$ cat src/rtl/slot_buffer_pkg.sv
// Shared definitions for the slot buffer: operating modes and status bit positions.
package slot_buffer_pkg;

    typedef enum logic [1:0] {
        MODE_DIRECT = 2'b00,
        MODE_SCAN   = 2'b01,
        MODE_SUM    = 2'b10,
        MODE_CLEAR  = 2'b11
    } mode_e;

    localparam int unsigned ST_FULL  = 2;
    localparam int unsigned ST_EMPTY = 1;
    localparam int unsigned ST_SAT   = 0;

endpackage

$ cat src/rtl/slot_next_valid.sv
// Wrap-around search of a valid vector: first set bit at or after start_i, modulo DEPTH.
module slot_next_valid
    import slot_buffer_pkg::*;
#(
    parameter int unsigned DEPTH = 4,
    parameter int unsigned IDX_W = $clog2(DEPTH)
) (
    input  logic [DEPTH-1:0] valid_i,
    input  logic [IDX_W-1:0] start_i,
    output logic             found_o,
    output logic [IDX_W-1:0] idx_o
);

    logic [IDX_W-1:0] cand;

    always_comb begin
        found_o = 1'b0;
        idx_o   = '0;
        cand    = '0;
        for (int unsigned i = 0; i < DEPTH; i++) begin
            // DEPTH is a power of two, so the index add wraps naturally
            cand = start_i + IDX_W'(i);
            if (!found_o && valid_i[cand]) begin
                found_o = 1'b1;
                idx_o   = cand;
            end
        end
    end

endmodule

$ cat src/rtl/slot_buffer_ctrl.sv
// Multi-slot data buffer with edge-triggered submit and direct/scan/sum/count readout.
// Optional SUBMIT_SYNC_EN: submit passes through a 2-flop synchronizer before edge detection.
module slot_buffer_ctrl
    import slot_buffer_pkg::*;
#(
    parameter int unsigned DATA_W   = 4,
    parameter int unsigned DEPTH    = 4,
    parameter int unsigned IDX_W    = $clog2(DEPTH),
    parameter int unsigned SCAN_DIV = 4
) (
    input  logic              clk,
    input  logic              reset,
    input  logic              submit,
    input  logic [IDX_W-1:0]  buffer_index,
    input  logic [DATA_W-1:0] data,
    input  logic [1:0]        mode,
    output logic [DATA_W-1:0] out,
    output logic [2:0]        status
);

    localparam int unsigned SUM_W = DATA_W + IDX_W;
    localparam int unsigned CNT_W = (SCAN_DIV > 1) ? $clog2(SCAN_DIV) : 1;
    localparam logic [SUM_W-1:0] SUM_MAX = SUM_W'({DATA_W{1'b1}});

    mode_e             mode_s;
    logic [DATA_W-1:0] slot_q [DEPTH];
    logic [DEPTH-1:0]  valid_q;
    logic [IDX_W-1:0]  ptr_q, ptr_d;
    logic [CNT_W-1:0]  cnt_q, cnt_d;
    logic              submit_q, armed_q;
    logic              submit_s, arm_ok, fire;
    logic [DATA_W-1:0] out_q, out_d;
    logic [2:0]        status_q, status_d;
    logic [SUM_W-1:0]  sum;
    logic [IDX_W:0]    count;
    logic              nv_found;
    logic [IDX_W-1:0]  nv_idx, scan_start;

    assign mode_s = mode_e'(mode);

`ifdef SUBMIT_SYNC_EN
    logic sync1_q, sync2_q, live_q;

    always_ff @(posedge clk or negedge reset) begin
        if (!reset) begin
            sync1_q <= 1'b0;
            sync2_q <= 1'b0;
            live_q  <= 1'b0;
        end else begin
            sync1_q <= submit;
            sync2_q <= sync1_q;
            live_q  <= 1'b1;
        end
    end

    assign submit_s = sync2_q;
    assign arm_ok   = live_q & ~sync1_q;
`else
    assign submit_s = submit;
    assign arm_ok   = ~submit;
`endif

    // Edge detection is armed only once submit has been seen low after reset,
    // so a submit held high through reset release cannot fire.
    assign fire = submit_s & ~submit_q & armed_q;

    assign scan_start = ptr_q + IDX_W'(1);

    slot_next_valid #(
        .DEPTH (DEPTH),
        .IDX_W (IDX_W)
    ) u_next_valid (
        .valid_i (valid_q),
        .start_i (scan_start),
        .found_o (nv_found),
        .idx_o   (nv_idx)
    );

    always_comb begin
        sum   = '0;
        count = '0;
        for (int unsigned i = 0; i < DEPTH; i++) begin
            if (valid_q[i]) begin
                sum   = sum + SUM_W'(slot_q[i]);
                count = count + (IDX_W+1)'(1);
            end
        end
    end

    always_comb begin
        out_d = '0;
        unique case (mode_s)
            MODE_DIRECT: out_d = valid_q[buffer_index] ? slot_q[buffer_index] : '0;
            MODE_SCAN:   out_d = valid_q[ptr_q] ? slot_q[ptr_q] : '0;
            MODE_SUM:    out_d = (sum > SUM_MAX) ? '1 : DATA_W'(sum);
            MODE_CLEAR:  out_d = DATA_W'(count);
            default:     out_d = '0;
        endcase

        status_d           = '0;
        status_d[ST_FULL]  = &valid_q;
        status_d[ST_EMPTY] = ~|valid_q;
        status_d[ST_SAT]   = sum > SUM_MAX;
    end

    // Scan search runs on the pre-write valid vector
    always_comb begin
        ptr_d = ptr_q;
        cnt_d = cnt_q;
        if (mode_s == MODE_SCAN) begin
            if (cnt_q == CNT_W'(SCAN_DIV - 1)) begin
                cnt_d = '0;
                if (nv_found) ptr_d = nv_idx;
            end else begin
                cnt_d = cnt_q + CNT_W'(1);
            end
        end
    end

    always_ff @(posedge clk or negedge reset) begin
        if (!reset) begin
            slot_q   <= '{default: '0};
            valid_q  <= '0;
            ptr_q    <= '0;
            cnt_q    <= '0;
            submit_q <= 1'b0;
            armed_q  <= 1'b0;
            out_q    <= '0;
            status_q <= 3'b010;
        end else begin
            submit_q <= submit_s;
            armed_q  <= armed_q | arm_ok;
            out_q    <= out_d;
            status_q <= status_d;
            ptr_q    <= ptr_d;
            cnt_q    <= cnt_d;
            if (fire) begin
                if (mode_s == MODE_CLEAR) begin
                    valid_q[buffer_index] <= 1'b0;
                end else begin
                    slot_q[buffer_index]  <= data;
                    valid_q[buffer_index] <= 1'b1;
                end
            end
        end
    end

    assign out    = out_q;
    assign status = status_q;

endmodule

$ cat config.mk
export PLATFORM = sky130hd
export DESIGN_NAME = slot_buffer_ctrl
export DESIGN_NICKNAME = d
export VERILOG_FILES = /design/src/rtl/slot_buffer_pkg.sv /design/src/rtl/slot_next_valid.sv /design/src/rtl/slot_buffer_ctrl.sv
export SDC_FILE = /design/constraint.sdc
export NUM_CORES = 1
export LEC_CHECK = 0
export CORE_UTILIZATION = 35
export CTS_BUF_LIST = sky130_fd_sc_hd__clkbuf_8
export DETAILED_ROUTE_END_ITERATION = 8
export PLACE_DENSITY = 0.61
export SYNTH_ARGS = -nofsm -noshare
export SYNTH_HDL_FRONTEND = slang
export SYNTH_SLANG_ARGS = --single-unit
$ cat constraint.sdc
create_clock -name clk -period 11.3 [get_ports clk]
set_clock_uncertainty 0.2 [all_clocks]
set_input_delay 2.26 -clock clk [delete_from_list [all_inputs] [get_ports clk]]
set_output_delay 2.26 -clock clk [all_outputs]
set_load 0.005 [all_outputs]
==> metrics.txt, run 1 <==
ys async rst share=100%; CP Max Fanout=12; Rows=30; main combinational cell family by area after synthesis=multiplexers; initial antenna violation count=0; maximum VDD drop=0.0699 mV; CTS buffer count=5; RD Place Congestion=around 0.83; CP max stage cell=dfrtp_1; Tcrit/Tclk final=a little over two fifths; Sequential cell area=827 µm²; total count of hold-check failures in the final report=0; Post-CTS Setup Inserts=0; critical path type=register to register; largest net degree at the start of global routing=34; DRT Pass-1 Iters=4; Synth Area in Compound Gates=between 10% and 20%; Clock Latency Late Sink=280 ps; cell family with most CP delay=adder cells; area grow syn2layout=11.7%; CP Data Arrival Time=between 4000 and 5000 ps; Multi-input gate area=1550 µm²; vias in the first global route=1810; prevailing post-synth register cell=dfrtp_1; XOR/XNOR share of the synthesized area=2.77%; Setup crit end kind=register; Core ar.=6910 µm²; ANT cells=0; Final nets=283; WHS=266 ps; Starting Density=36.6%; Ys Warns=0; minimum clock period=4950 ps; die area=around 7600 µm²; startpoint type of the worst setup path=register; Die Y-Extent=87.0 µm; Mapped Cells=240; Critical Path RT=11260 ps; worst hold path class=register to register; PD cells=221 nW/µm²; layout cells sized above 1=17.8%; final wirelength=5.13 mm; FF-to-FF setup slack=6350 ps; # clock sinks=33; post-synthesis area per instance=10.5 µm²; routed len/inst=between 10 and 15 µm; die width=roughly 87 µm; CP Buf/Inv Count=1; Worst Tran Pin Value=698 ps; CTS tree=built; final core utilization=40.9%; fmax=202 MHz; count of input and output buffers=17; P_leak=1.18 nW; hold_buf cts=0; initial detailed-routing violation count=just under 100; vias per cell=5.31; final antenna-violating net count=0; htree depth=2; Boundary Pins=18; Max Cap Viol=0; Final Max Tran Viols=0; total gr overflow=0; all-layer global routing usage=roughly 16%; global-route wire length before repair=just under 9 mm; Worst slew margin=53.4%; Synth Net Count=270; CP max stage delay=around 500 ps; worst path cell trace=and2_1, ha_1, fa_1, nand2_1, o21ai_0, inv_1, fa_1, xnor2_1, mux2_2, ha_1, nor2b_1, o211ai_1, or3b_1, a221oi_2, o31ai_2, a2111oi_0, o21ai_1; drt drc=0; fill cell count=about 690; Post-Route Setup TNS=0 ps; Setup Viol. Count Final=0; register area share after synthesis=32.7%; fraction of synthesized area in multiplexers=20.3%; EDFF count, synth=0; post-synth cell types=52; Max Root-Sink Buffers=2; CTS clock-pin slew for the worst setup and hold paths=70 ps; simple-gate area share of the yosys netlist=13.6%; Post-DP HPWL=3.98 mm; unrepaired setup endpoints after global routing=false; Seq cells post-synth=33; status=complete, no violations; post-synthesis cell area=around 2500 µm²; adder-cell share of the synthesized area=10.3%; CTS Root Cell=clkbuf_8; vias=approximately 1900; PostCTS Resize Cnt=0
## worst paths after layout
kind | startpoint | endpoint | depth (start not counted)
min | armed_q$_DFF_PN0_ | armed_q$_DFF_PN0_ | 1
max in group asynchronous | reset | status[1]$_DFF_PN1_ | 2
max reg2reg | register | out[2]$_DFF_PN0_ | 17
min in group asynchronous | reset | status[0]$_DFF_PN0_ | 2
max | register | out[2]$_DFF_PN0_ | 17
min reg2reg | armed_q$_DFF_PN0_ | armed_q$_DFF_PN0_ | 1
## metal layers
layer  routed length, µm  track usage, %  share of wire [%]  vias to the layer above
met5                   0               0                  0                        -
met4                  50            4.55               0.97                        0
met3                 297            3.32                5.8                        5
met2                2340            24.3                 46                       44
met1                2440            21.6                 48                      899
li1                    -               -                  -                      906
## Yosys cell counts (all sizes together) (4+ instances only)
library cell | count | share of area, %
a21o | 5 | 1.5
a21oi | 11 | 2.2
clkbuf | 8 | 2.0
dfrtp | 32 | 32
ha | 16 | 7.9
inv | 11 | 1.6
mux2 | 22 | 9.8
mux4 | 10 | 9.3
nand2 | 26 | 3.9
nand3 | 7 | 1.4
nor2 | 10 | 1.5
nor2b | 4 | 1.3
nor3 | 5 | 0.99
o21a | 4 | 1.2
o21ai | 11 | 2.2
xnor2 | 5 | 1.7
## area by class of cell
class | instances | share of cell area, %
well taps | 96 | 4.25
clock buffers | 5 | 2.43
repair buffers | 18 | 6.28
flip-flops and latches | 33 | 29.2
clock inverters | 2 | 1.24
inverters | 12 | 1.59
multi-input cells | 183 | 55.0
## layout by cell type, fill, tap and decap left out, types with 2 or more instances in the layout
cell             synthesis  routed
o2bb2ai_1                2       2
nand3b_1                 2       2
clkdlybuf4s50_1          0      17
o211ai_1                 3       3
mux4_4                   4       4
nor3b_1                  2       2
nor2_1                  10      10
a21o_1                   5       5
mux2_2                  22      22
nand3_1                  7       7
mux2i_1                  3       3
a2111oi_0                3       3
xor2_1                   3       3
clkbuf_8                 2       5
mux4_2                   6       6
and2_1                   3       3
inv_1                   11      11
o21ai_0                  9       9
a21oi_1                 11      11
fa_1                     3       3
nor3_1                   5       5
ha_1                    16      16
nand2b_1                 3       3
xnor2_1                  5       5
a211oi_1                 3       3
and3_1                   3       3
o21a_1                   4       4
nor2b_1                  3       3
dfrtp_1                 32      32
o21ai_1                  2       2
nand2_1                 26      26
## logic make-up (layout without fill, tap and decap cells)
group / count (synthesis) / count (layout)
DFF: 33 / 33
AOI/OAI and AO/OA: 52 / 52
buffers and inverters: 24 / 37
xor gates and xnor gates: 8 / 8
adders and majority gates: 19 / 19
muxes: 35 / 35
and+or+nand+nor: 69 / 69
## report_power, final
| part | leakage [nW] | switching (W) | internal [W] |
|---|---|---|---|
| Clock | 0.0540 | 0.0000430 | 0.0000641 |
| Combinational | 0.729 | 0.000140 | 0.000173 |
| Sequential | 0.400 | 0.0000543 | 0.000151 |
| Total | 1.18 | 0.000237 | 0.000389 |
## stage by stage
stage | area (µm²) | std cells | total power [W] | worst slack, ps
4_1_cts | 2830 | 349 | 0.000630 | 6350
5_1_grt | 2830 | 349 | 0.000683 | 5990
6_report | 2830 | 349 | 0.000626 | 6350
3_3_place_gp | 2720 | 342 | 0.000513 | 6520
3_5_place_dp | 2720 | 342 | 0.000520 | 6360
2_1_floorplan | 2530 | 240 | 0.000449 | 6860
(Power assumes the default switching activity.)
==> run 2, diff against run 1 <==
==> constraint.sdc (replaced) <==
create_clock -name clk -period 4.91 [get_ports clk]
set_clock_uncertainty 0.2 [all_clocks]
set_input_delay 0.982 -clock clk [delete_from_list [all_inputs] [get_ports clk]]
set_output_delay 0.982 -clock clk [all_outputs]
set_load 0.005 [all_outputs]
==> metrics.txt, run 2 (synthesis gave the netlist of run 1 again) <==
CTS clock-pin slew for the worst setup and hold paths=80 ps (about the same); Max Cap Viol=0 (unchanged); initial antenna violation count=0 (unchanged); total gr overflow=0 (unchanged); count of input and output buffers=17 (unchanged); largest net degree at the start of global routing=34 (unchanged); Starting Density=36.6% (unchanged); WHS=270 ps (+3.70 ps); layout cells sized above 1=20.2% (+2.4 points); drt drc=0 (unchanged); sequential cell fraction of total power=31.3% (-1.6 points); worst hold path class=register to register; commonest non-fill, non-tap cells in the layout=dfrtp_1 (32), nand2_1 (26), mux2_2 (22), clkdlybuf4s50_1 (17), ha_1 (16); Setup Viol. Count Final=0 (unchanged); P_leak=1.20 nW (+1.4%); die area=7580 µm² (unchanged); maximum VDD drop=0.192 mV (+170%); vias per cell=5.21 (-1.9%); final wirelength=5.13 mm (about the same); Max Root-Sink Buffers=2 (unchanged); final worst slack=252 ps (-6100 ps); total count of hold-check failures in the final report=0 (unchanged); final antenna-violating net count=0 (unchanged); Die Y-Extent=87.0 µm (unchanged); fill cell count=701 (+2.0%); Sequential cell area=827 µm² (unchanged); CP Data Arrival Time=4630 ps (-270 ps); all-layer global routing usage=15.5% (-0.064 points); CTS Root Cell=clkbuf_8; Rows=30 (unchanged); Final Max Tran Viols=0 (unchanged); Psw=0.000563 W (+140%); Worst slew margin=52.8% (-0.61 points); Combinational Power Share=50.9% (+0.9 points); vias=1840 (-0.76%); minimum clock period=4660 ps (-290 ps); hold_buf cts=0 (unchanged); ANT cells=0 (unchanged); fmax=215 MHz (+6.2%); most common cell after layout, fill and taps aside=dfrtp_1; # clock sinks=33 (unchanged); initial detailed-routing violation count=164 (+66%); Clock Power Share=17.8% (+0.7 points); area grow syn2layout=13.4%; Boundary Pins=18 (unchanged); startpoint type of the worst setup path=register; unrepaired setup endpoints after global routing=false; CP Max Fanout=5 (-7); sw frac=38.1% (+0.22 points); Critical Path RT=4880 ps (-6380 ps); Setup crit end kind=register; dpl ws=140 ps (-6230 ps); Final nets=286 (+1.1%); CTS tree=built; PD cells=514 nW/µm² (+130%); Tcrit/Tclk final=94.9% (+51 points); DRT Pass-1 Iters=4 (unchanged); final core utilization=41.6% (+0.63 points); CTS buffer count=5 (unchanged); routed len/inst=14.5 µm (-1.2%); RD Place Congestion=0.789 (-4.6%); Multi-input gate area=1560 µm² (+0.64%); Int Pwr=0.000914 W (+140%); die width=87.0 µm (unchanged); Clock Latency Late Sink=290 ps (about the same); FF-to-FF setup slack=250 ps (-6100 ps); Post-DP HPWL=3.97 mm (-0.19%); global-route wire length before repair=9.05 mm (+1.6%); Core ar.=6910 µm² (unchanged); critical path type=register to register; vias in the first global route=1798 (-0.66%); Post-Route Setup TNS=0 ps (unchanged); status=complete, no violations; Worst Tran Pin Value=707 ps (+9.20 ps); htree depth=2 (unchanged)
==> run 2: power by group through the flow <==
stage	sequential [W]	combinational (W)	clock [W]
after floorplan	0.000404	0.000629	0
after global placement	0.000463	0.000719	0
after detailed placement	0.000468	0.000733	0
after CTS	0.000462	0.000738	0.000272
after global routing	0.000480	0.000839	0.000280
final	0.000462	0.000752	0.000263
==> run 2: repair_timing <==
action | 4_1_cts | 5_1_grt
setup endpoints to repair | 0 | 2
gates resized for setup | 0 | 4
buffers inserted | 0 | 1
==> run 2: cell type report <==
class                   count  area share, %
well taps                  96           4.18
clock buffers               5           2.40
multi-input cells         183           54.5
repair buffers             21           6.97
clock inverters             3           1.61
inverters                  12           1.57
flip-flops and latches     33           28.8
==> run 2: worst paths after layout <==
kind,start,endpoint,cells after the start
min in group asynchronous,reset,status[0]$_DFF_PN0_,2
min,armed_q$_DFF_PN0_,armed_q$_DFF_PN0_,1
max in group asynchronous,reset,status[1]$_DFF_PN1_,2
min reg2reg,armed_q$_DFF_PN0_,armed_q$_DFF_PN0_,1
max,slot_q[12]$_DFFE_PN0P_,out[2]$_DFF_PN0_,17
max reg2reg,slot_q[12]$_DFFE_PN0P_,out[2]$_DFF_PN0_,17
==> run 2: routing by layer <==
layer	routed length [µm]	vias to the layer above	GRT usage (%)
met1	2520	872	21.9
met3	258	8	3.13
met5	0	-	0
li1	-	916	-
met4	60	0	4.09
met2	2290	44	24.1
==> run 2: per-stage QoR <==
step,power (W),area [µm²],cells
after detailed placement,0.00120,2740,344
after global placement,0.00118,2740,344
after floorplan,0.00103,2530,240
after CTS,0.00147,2850,352
final,0.00148,2870,353
after global routing,0.00160,2870,353
==> run 2: critical path: stages (launching register included) <==
cell	delay (ps)
dfrtp_1	410
and2_1	180
ha_1	210
fa_1	480
nand2_1	50
o21ai_0	140
inv_1	110
fa_2	410
xnor2_1	130
mux2_2	280
ha_1	330
nor2b_2	190
o211ai_1	100
or3b_1	420
a221oi_2	240
o31ai_2	140
a2111oi_1	390
o21ai_1	120
